**config.mk**
```make
export PLATFORM = sky130hd
export DESIGN_NAME = microwave_ctrl_flat
export DESIGN_NICKNAME = d
export VERILOG_FILES = /design/src/rtl/microwave_pkg.sv /design/src/rtl/microwave_if.sv /design/src/rtl/btn_edge_n.sv /design/src/rtl/microwave_ctrl.sv /design/src/flat_wrapper.sv
export SDC_FILE = /design/constraint.sdc
export NUM_CORES = 1
export LEC_CHECK = 0
export ABC_AREA = 1
export BUFFER_PORTS_ARGS = -buffer_cell sky130_fd_sc_hd__buf_2
export CORE_MARGIN = 4
export CORE_UTILIZATION = 45
export DETAILED_ROUTE_END_ITERATION = 12
export PLACE_DENSITY = 0.7
export SYNTH_ARGS = -nofsm -noshare
export SYNTH_HDL_FRONTEND = slang
export SYNTH_HIERARCHICAL = 1
export SYNTH_SLANG_ARGS = --single-unit
```
**constraint.sdc**
```tcl
create_clock -name clock -period 1.4 [get_ports clock]
set_clock_uncertainty 0.05 [all_clocks]
set_input_delay 0.21 -clock clock [delete_from_list [all_inputs] [get_ports clock]]
set_output_delay 0.21 -clock clock [all_outputs]
set_load 0.03 [all_outputs]
```
**src/rtl/microwave_pkg.sv**
```systemverilog
// microwave_pkg: state encoding, default widths, quick-start digits and BCD check
package microwave_pkg;
  localparam int DEF_DIGIT_W    = 4;
  localparam int DEF_MAX_DIGITS = 3;
  typedef enum logic [2:0] {
    S_IDLE  = 3'd0,
    S_ENTRY = 3'd1,
    S_COOK  = 3'd2,
    S_PAUSE = 3'd3,
    S_DONE  = 3'd4,
    S_QLOAD = 3'd5
  } state_t;
  localparam logic [DEF_DIGIT_W-1:0] QUICK_DIGITS [3] = '{4'd0, 4'd3, 4'd0};
  function automatic logic is_bcd(input logic [31:0] v);
    return v <= 32'd9;
  endfunction
endpackage

```
**src/rtl/microwave_if.sv**
```systemverilog
// microwave_if: keypad/button/door inputs and timer-control outputs of the oven sequencer
interface microwave_if #(parameter int DIGIT_W = 4);
  logic               key_valid;
  logic [DIGIT_W-1:0] key_digit;
  logic               startn;
  logic               stopn;
  logic               door_closed;
  logic               timer_zero;
  logic               timer_loadn;
  logic               timer_en;
  logic [DIGIT_W-1:0] timer_data;
  logic               timer_clrn;
  logic               mag_on;
  logic               done;
  logic [2:0]         state_o;
  modport master (
    input  key_valid, key_digit, startn, stopn, door_closed, timer_zero,
    output timer_loadn, timer_en, timer_data, timer_clrn, mag_on, done, state_o
  );
  modport slave (
    output key_valid, key_digit, startn, stopn, door_closed, timer_zero,
    input  timer_loadn, timer_en, timer_data, timer_clrn, mag_on, done, state_o
  );
endinterface

```
**src/rtl/btn_edge_n.sv**
```systemverilog
// btn_edge_n: 2-flop synchronizer plus falling-edge detect for an active-low button
module btn_edge_n (
  input  logic clock,
  input  logic clrn,
  input  logic i_btn_n,
  output logic o_fall
);
  logic r_s1, r_s2, r_s3;
  // released (1) is the idle value so reset never fakes a press
  always_ff @(posedge clock or negedge clrn)
    if (!clrn) {r_s1, r_s2, r_s3} <= 3'b111;
    else {r_s1, r_s2, r_s3} <= {i_btn_n, r_s1, r_s2};
  assign o_fall = r_s3 & ~r_s2;
endmodule

```
**src/rtl/microwave_ctrl.sv**
```systemverilog
// microwave_ctrl: keypad/start/stop/door sequencer for the countdown timer; QUICK_START_EN adds 30 s quick start
module microwave_ctrl
  import microwave_pkg::*;
#(
  parameter int DIGIT_W     = DEF_DIGIT_W,
  parameter int MAX_DIGITS  = DEF_MAX_DIGITS,
  parameter int DONE_CYCLES = 8
) (
  input logic         clock,
  input logic         clrn,
  microwave_if.master bus
);
  localparam int CNT_W = $clog2(MAX_DIGITS + 1);
  localparam int DC_W  = (DONE_CYCLES > 1) ? $clog2(DONE_CYCLES) : 1;
  state_t             r_state;
  logic               r_loadn, r_en, r_clrn, r_mag, r_done;
  logic [DIGIT_W-1:0] r_data;
  logic [CNT_W-1:0]   r_cnt;
  logic [DC_W-1:0]    r_dcnt;
`ifdef QUICK_START_EN
  logic [1:0]         r_qidx;
`endif
  logic w_start, w_stop, w_key;
  btn_edge_n u_start (.clock(clock), .clrn(clrn), .i_btn_n(bus.startn), .o_fall(w_start));
  btn_edge_n u_stop  (.clock(clock), .clrn(clrn), .i_btn_n(bus.stopn),  .o_fall(w_stop));
  assign w_key = bus.key_valid & is_bcd(32'(bus.key_digit));
  // one FSM; priority in every state is stop > door open > start > key
  always_ff @(posedge clock or negedge clrn)
    if (!clrn) begin
      r_state <= S_IDLE;
      r_loadn <= 1'b1;
      r_en    <= 1'b0;
      r_data  <= '0;
      r_clrn  <= 1'b0;
      r_mag   <= 1'b0;
      r_done  <= 1'b0;
      r_cnt   <= '0;
      r_dcnt  <= '0;
`ifdef QUICK_START_EN
      r_qidx  <= '0;
`endif
    end else begin
      r_loadn <= 1'b1;
      r_clrn  <= 1'b1;
      case (r_state)
        S_IDLE:
          if (w_stop) r_clrn <= 1'b0;
`ifdef QUICK_START_EN
          else if (w_start && bus.door_closed) begin
            r_state <= S_QLOAD;
            r_qidx  <= '0;
          end
`endif
          else if (w_key) begin
            r_loadn <= 1'b0;
            r_data  <= bus.key_digit;
            r_cnt   <= CNT_W'(1);
            r_state <= S_ENTRY;
          end
        S_ENTRY:
          if (w_stop) begin
            r_clrn  <= 1'b0;
            r_cnt   <= '0;
            r_state <= S_IDLE;
          end else if (w_start) begin
            if (bus.door_closed && !bus.timer_zero) begin
              r_state <= S_COOK;
              r_en    <= 1'b1;
              r_mag   <= 1'b1;
            end
          end else if (w_key && r_cnt < CNT_W'(MAX_DIGITS)) begin
            r_loadn <= 1'b0;
            r_data  <= bus.key_digit;
            r_cnt   <= r_cnt + CNT_W'(1);
          end
        S_COOK:
          if (w_stop || !bus.door_closed) begin
            r_state <= S_PAUSE;
            r_en    <= 1'b0;
            r_mag   <= 1'b0;
          end else if (bus.timer_zero) begin
            r_state <= S_DONE;
            r_en    <= 1'b0;
            r_mag   <= 1'b0;
            r_done  <= 1'b1;
            r_dcnt  <= '0;
          end
        S_PAUSE:
          if (w_stop) begin
            r_clrn  <= 1'b0;
            r_cnt   <= '0;
            r_state <= S_IDLE;
          end else if (w_start && bus.door_closed) begin
            r_state <= S_COOK;
            r_en    <= 1'b1;
            r_mag   <= 1'b1;
          end
        S_DONE:
          if (w_stop || r_dcnt == DC_W'(DONE_CYCLES - 1)) begin
            r_done  <= 1'b0;
            r_cnt   <= '0;
            r_state <= S_IDLE;
          end else r_dcnt <= r_dcnt + DC_W'(1);
`ifdef QUICK_START_EN
        S_QLOAD:
          if (w_stop) begin
            r_clrn  <= 1'b0;
            r_cnt   <= '0;
            r_state <= S_IDLE;
          end else if (r_qidx == 2'd3) begin
            r_state <= bus.door_closed ? S_COOK : S_PAUSE;
            r_en    <= bus.door_closed;
            r_mag   <= bus.door_closed;
          end else begin
            r_loadn <= 1'b0;
            r_data  <= QUICK_DIGITS[r_qidx];
            r_qidx  <= r_qidx + 2'd1;
          end
`endif
        default: r_state <= S_IDLE;
      endcase
    end
  assign bus.timer_loadn = r_loadn;
  assign bus.timer_en    = r_en;
  assign bus.timer_data  = r_data;
  assign bus.timer_clrn  = r_clrn;
  assign bus.mag_on      = r_mag & bus.door_closed;
  assign bus.done        = r_done;
  assign bus.state_o     = r_state;
endmodule

```
**src/flat_wrapper.sv**
```systemverilog
// flat-port wrapper written by rule: the top's interface ports become plain ports
module microwave_ctrl_flat import microwave_pkg::*;
#(
  parameter int DIGIT_W     = DEF_DIGIT_W,
  parameter int MAX_DIGITS  = DEF_MAX_DIGITS,
  parameter int DONE_CYCLES = 8
)
  (clock, clrn, bus_key_valid, bus_key_digit, bus_startn, bus_stopn, bus_door_closed, bus_timer_zero, bus_timer_loadn, bus_timer_en, bus_timer_data, bus_timer_clrn, bus_mag_on, bus_done, bus_state_o);
  microwave_if #(.DIGIT_W(DIGIT_W)) bus_i ();
  input logic clock;
  input logic clrn;
  input wire logic [$bits(bus_i.key_valid)-1:0] bus_key_valid;
  input wire logic [$bits(bus_i.key_digit)-1:0] bus_key_digit;
  input wire logic [$bits(bus_i.startn)-1:0] bus_startn;
  input wire logic [$bits(bus_i.stopn)-1:0] bus_stopn;
  input wire logic [$bits(bus_i.door_closed)-1:0] bus_door_closed;
  input wire logic [$bits(bus_i.timer_zero)-1:0] bus_timer_zero;
  output wire logic [$bits(bus_i.timer_loadn)-1:0] bus_timer_loadn;
  output wire logic [$bits(bus_i.timer_en)-1:0] bus_timer_en;
  output wire logic [$bits(bus_i.timer_data)-1:0] bus_timer_data;
  output wire logic [$bits(bus_i.timer_clrn)-1:0] bus_timer_clrn;
  output wire logic [$bits(bus_i.mag_on)-1:0] bus_mag_on;
  output wire logic [$bits(bus_i.done)-1:0] bus_done;
  output wire logic [$bits(bus_i.state_o)-1:0] bus_state_o;
  assign bus_i.key_valid = bus_key_valid;
  assign bus_i.key_digit = bus_key_digit;
  assign bus_i.startn = bus_startn;
  assign bus_i.stopn = bus_stopn;
  assign bus_i.door_closed = bus_door_closed;
  assign bus_i.timer_zero = bus_timer_zero;
  assign bus_timer_loadn = bus_i.timer_loadn;
  assign bus_timer_en = bus_i.timer_en;
  assign bus_timer_data = bus_i.timer_data;
  assign bus_timer_clrn = bus_i.timer_clrn;
  assign bus_mag_on = bus_i.mag_on;
  assign bus_done = bus_i.done;
  assign bus_state_o = bus_i.state_o;
  microwave_ctrl #(.DIGIT_W(DIGIT_W), .MAX_DIGITS(MAX_DIGITS), .DONE_CYCLES(DONE_CYCLES)) u_core (.clock(clock), .clrn(clrn), .bus(bus_i));
endmodule
```
==> results.py <==
metrics = {
    "die": {
        "start_util_pct": 49.1,
        "io_pins": 23,
        "core_um2": 2300,
        "die_area_um2": 3370,
        "die_x_um": 58.1,
        "die_h_um": 58.1,
        "rows": 17,
    },
    "synthesis": {
        "synth_area_leader_cell": "dfrtp_1",
        "synthDistinctLibCells": 24,
        "synth_top_area_share_pct": 33.3,
        "syn_area_um2": 1130,
        "synth_seq_cells": 22,
        "synthArstFlopShare_pct": 100,
        "ys_top_cells_by_count": "nand2_1 (38), dfrtp_1 (15), inv_1 (13)",
        "synth_edf_count": 0,
        "synth_fp_nets": 148,
        "ys_warn_count": 6,
        "synth.avg_cell_area_um2": 8.42,
        "yosysMostFrequentCell": "nand2_1",
        "synth_area_leaders": "dfrtp_1 (33%), dfstp_2 (16%), nand2_1 (13%)",
        "ys.flop_type": "dfrtp_1",
        "postSynthCellCount": 134,
        "ys_seq_area_share_pct": 49.6,
    },
    "grt": {
        "globalRouteTotalUtil_pct": 18.4,
        "antenna_found_initial": 0,
        "grt_max_degree": 23,
        "grt_pass1_wl_um": 4920,
        "grt_overflow": 0,
        "grt_pass1_vias": 1179,
    },
    "clocking": {
        "clock-sinks": 22,
        "worstSkewPairLatency_ns": 0.31,
        "cts_buffers": 3,
        "tritoncts": "yes",
        "clk_transition_reported_paths_ns": 0.13,
        "htree_levels": 1,
        "clock_tree.buffer_depth": 2,
        "cts-root-buf": "clkbuf_4",
    },
    "sta": {
        "min_period_ns": 1.51,
        "slew_viol_final": 0,
        "finalWorstSetupSlack_ns": -0.110,
        "final.setup.tns_ns": -0.767,
        "finalHoldViolCount": 0,
        "slew_headroom_pct": 67.2,
        "setup-violations-final": 11,
        "hold_ws_ns": 0.113,
        "fmax_mhz": 662,
        "rsz0062_at_grt": "true",
        "fin_crit_sh_pct": 108,
        "tightest_slew_ns": 0.492,
    },
    "detailed_routing": {
        "post_drt_via_cell_ratio": 5.26,
        "drc": 0,
        "wire_per_inst_um": 13.7,
        "first_pass_iters": 4,
        "finalWirelength_um": 2820,
        "final_antenna_net_count": 0,
        "num_vias": 1083,
        "drt_iter0_drc": 50,
    },
    "setup_path": {
        "cp_max_fo": 6,
        "path_common_cell": "nand2_1",
        "cp.arrival_ns": 1.68,
        "crit_path_start_kind": "register",
        "slowest_stage": "dfstp_2",
        "critical_path.cell_chain": "inv_2, nor2_4, inv_4, nand2_2, nor2_1, nand2_1, nand3_2, o21ai_2, nand2_1",
        "worstPathRequired_ns": 1.57,
        "endpoint_kind": "register",
        "max_stage_delay_ns": 0.54,
        "path_class": "reg -> reg",
    },
    "pwr": {
        "ir_drop_mv": 1.26,
        "p_leak_nw": 0.815,
        "power_density_nw_per_um2": 2070,
        "p_int_mw": 1.87,
        "seqPwrFrac_pct": 30.4,
        "swShare_pct": 44.9,
        "pwr-share-comb_pct": 55.1,
        "pwr-share-clk_pct": 14.4,
        "p_switching_mw": 1.53,
    },
    "placed_design": {
        "place_ws_ns": -0.0818,
        "hpwl_um": 1970,
        "place_inst": 190,
        "gp_congestion": 0.905,
        "portBuffers": 22,
    },
    "run_status": {
        "violations": "negative setup slack",
        "outcome": "finished with violations",
    },
    "flow_run": {
        "drv_cap": 0,
    },
    "finish": {
        "stdcell_count": 206,
        "antenna_cells": 0,
        "drive_gt1_share_pct": 56.2,
        "syn2layout_area_growth_pct": 45.5,
        "post-route-util_pct": 71.5,
        "final_nets": 193,
    },
    "min_path": {
        "hp-class": "in -> reg",
    },
}
[metrics by stage]
stage	instance area [um2]	total power, mW
global route	1640	3.67
finish	1640	3.40
CTS	1540	3.17
global placement	1370	2.50
detailed placement	1370	2.56
floorplan	1180	2.14
[critical path, delay by kind of cell (launching register included)]
family | cells | cell delay (ns)
buf+inv | 2 | 0.13
compound gates | 1 | 0.15
flops | 1 | 0.54
simple gates | 6 | 0.55
[cells by family after synthesis]
family | Yosys count | synth area share, %
flip-flops | 22 | 49.6
multiplexers | 1 | 0.887
AO/OA/AOI/OAI | 12 | 6.21
buffers and inverters | 18 | 6.43
adder cells (fa/ha/maj) | 3 | 3.33
AND/OR/NAND/NOR | 78 | 33.6
[area by class of cell]
cell class | count | area, um2
Tap cell | 28 | 35.0
Fill cell | 161 | 656
Multi-Input combinational cell | 94 | 649
Sequential cell | 22 | 563
Clock buffer | 3 | 22.5
Inverter | 16 | 62.6
Timing Repair Buffer | 42 | 279
Clock inverter | 1 | 30.0
[layout by cell type, fill, tap and decap left out]
| cell | n |
|---|---|
| nand2_1 | 30 |
| buf_2 | 22 |
| buf_4 | 14 |
| dfrtp_1 | 12 |
| inv_1 | 8 |
| nand2_2 | 8 |
| nand3_2 | 8 |
| inv_2 | 7 |
| dfstp_2 | 7 |
| nor2_4 | 6 |
| nand4_1 | 6 |
| nor2_2 | 5 |
| nand3_1 | 4 |
| o21ai_1 | 4 |
| nor2_1 | 4 |
| clkbuf_4 | 3 |
| dlygate4sd3_1 | 3 |
| nand2_4 | 3 |
| dfrtp_2 | 3 |
| buf_6 | 3 |
| nand3_4 | 2 |
| a21oi_2 | 2 |
| o21bai_1 | 2 |
| ha_2 | 2 |
| bufinv_16 | 1 |
| inv_4 | 1 |
| o22ai_2 | 1 |
| o211ai_1 | 1 |
| nand3b_1 | 1 |
| o22ai_1 | 1 |
| mux2i_1 | 1 |
| o21ai_2 | 1 |
| and2_1 | 1 |
| ha_4 | 1 |
[sequential cells by signal, indices dropped and copies added, names as in the netlist]
name	cells
u_core/u_start/r_s1	1
u_core/r_cnt	2
u_core/bus.state_o	3
u_core/u_stop/r_s2	1
u_core/bus.timer_data	4
u_core/bus.done	1
u_core/bus.timer_clrn	1
u_core/bus.timer_loadn	1
u_core/u_stop/r_s1	1
u_core/r_mag	1
u_core/u_start/r_s2	1
u_core/u_start/r_s3	1
u_core/r_dcnt	3
u_core/u_stop/r_s3	1
[timing repair]
action | CTS | global route
pin swaps | 13 | 14
hold endpoints to repair | 17 | 0
setup buffers | 3 | 7
endpoints found under the setup margin | 12 | 15
hold buffers | 3 | 0
resized for setup | 18 | 18
[final timing paths]
check,slack (ns),startpoint,to,cells past startpoint
worst max-delay path,-0.11,u_core/u_stop/r_s3$_DFF_PN1_,u_core/bus.state_o[1]$_DFFE_PN0P_,9
worst min-delay path,0.11,bus_key_digit[2],u_core/bus.timer_data[2]$_DFFE_PN0P_,3
worst max register to register,-0.11,u_core/u_stop/r_s3$_DFF_PN1_,u_core/bus.state_o[1]$_DFFE_PN0P_,9
worst min register to register,0.31,u_core/u_stop/r_s1$_DFF_PN1_,u_core/u_stop/r_s2$_DFF_PN1_,0
max in group asynchronous,0.61,clrn,u_core/bus.state_o[2]$_DFFE_PN0P_,2
min in group asynchronous,0.33,clrn,u_core/bus.timer_data[1]$_DFFE_PN0P_,2
[power groups by stage]
stage | Combinational [mW] | Clock [mW] | Sequential [mW]
floorplan | 0.884 | 0 | 1.25
global placement | 1.46 | 0 | 1.03
detailed placement | 1.51 | 0 | 1.04
CTS | 1.64 | 0.504 | 1.03
global route | 2.06 | 0.533 | 1.07
finish | 1.87 | 0.490 | 1.03
[metal layers]
| layer | track usage, % | up-vias | routed length (um) |
|---|---|---|---|
| li1 | - | 528 | - |
| met1 | 22.8 | 516 | 1210 |
| met2 | 32.3 | 39 | 1460 |
| met3 | 2.90 | 0 | 155 |
| met4 | 6.29 | 0 | 0 |
| met5 | 0 | - | 0 |
(Power assumes the default switching activity.)
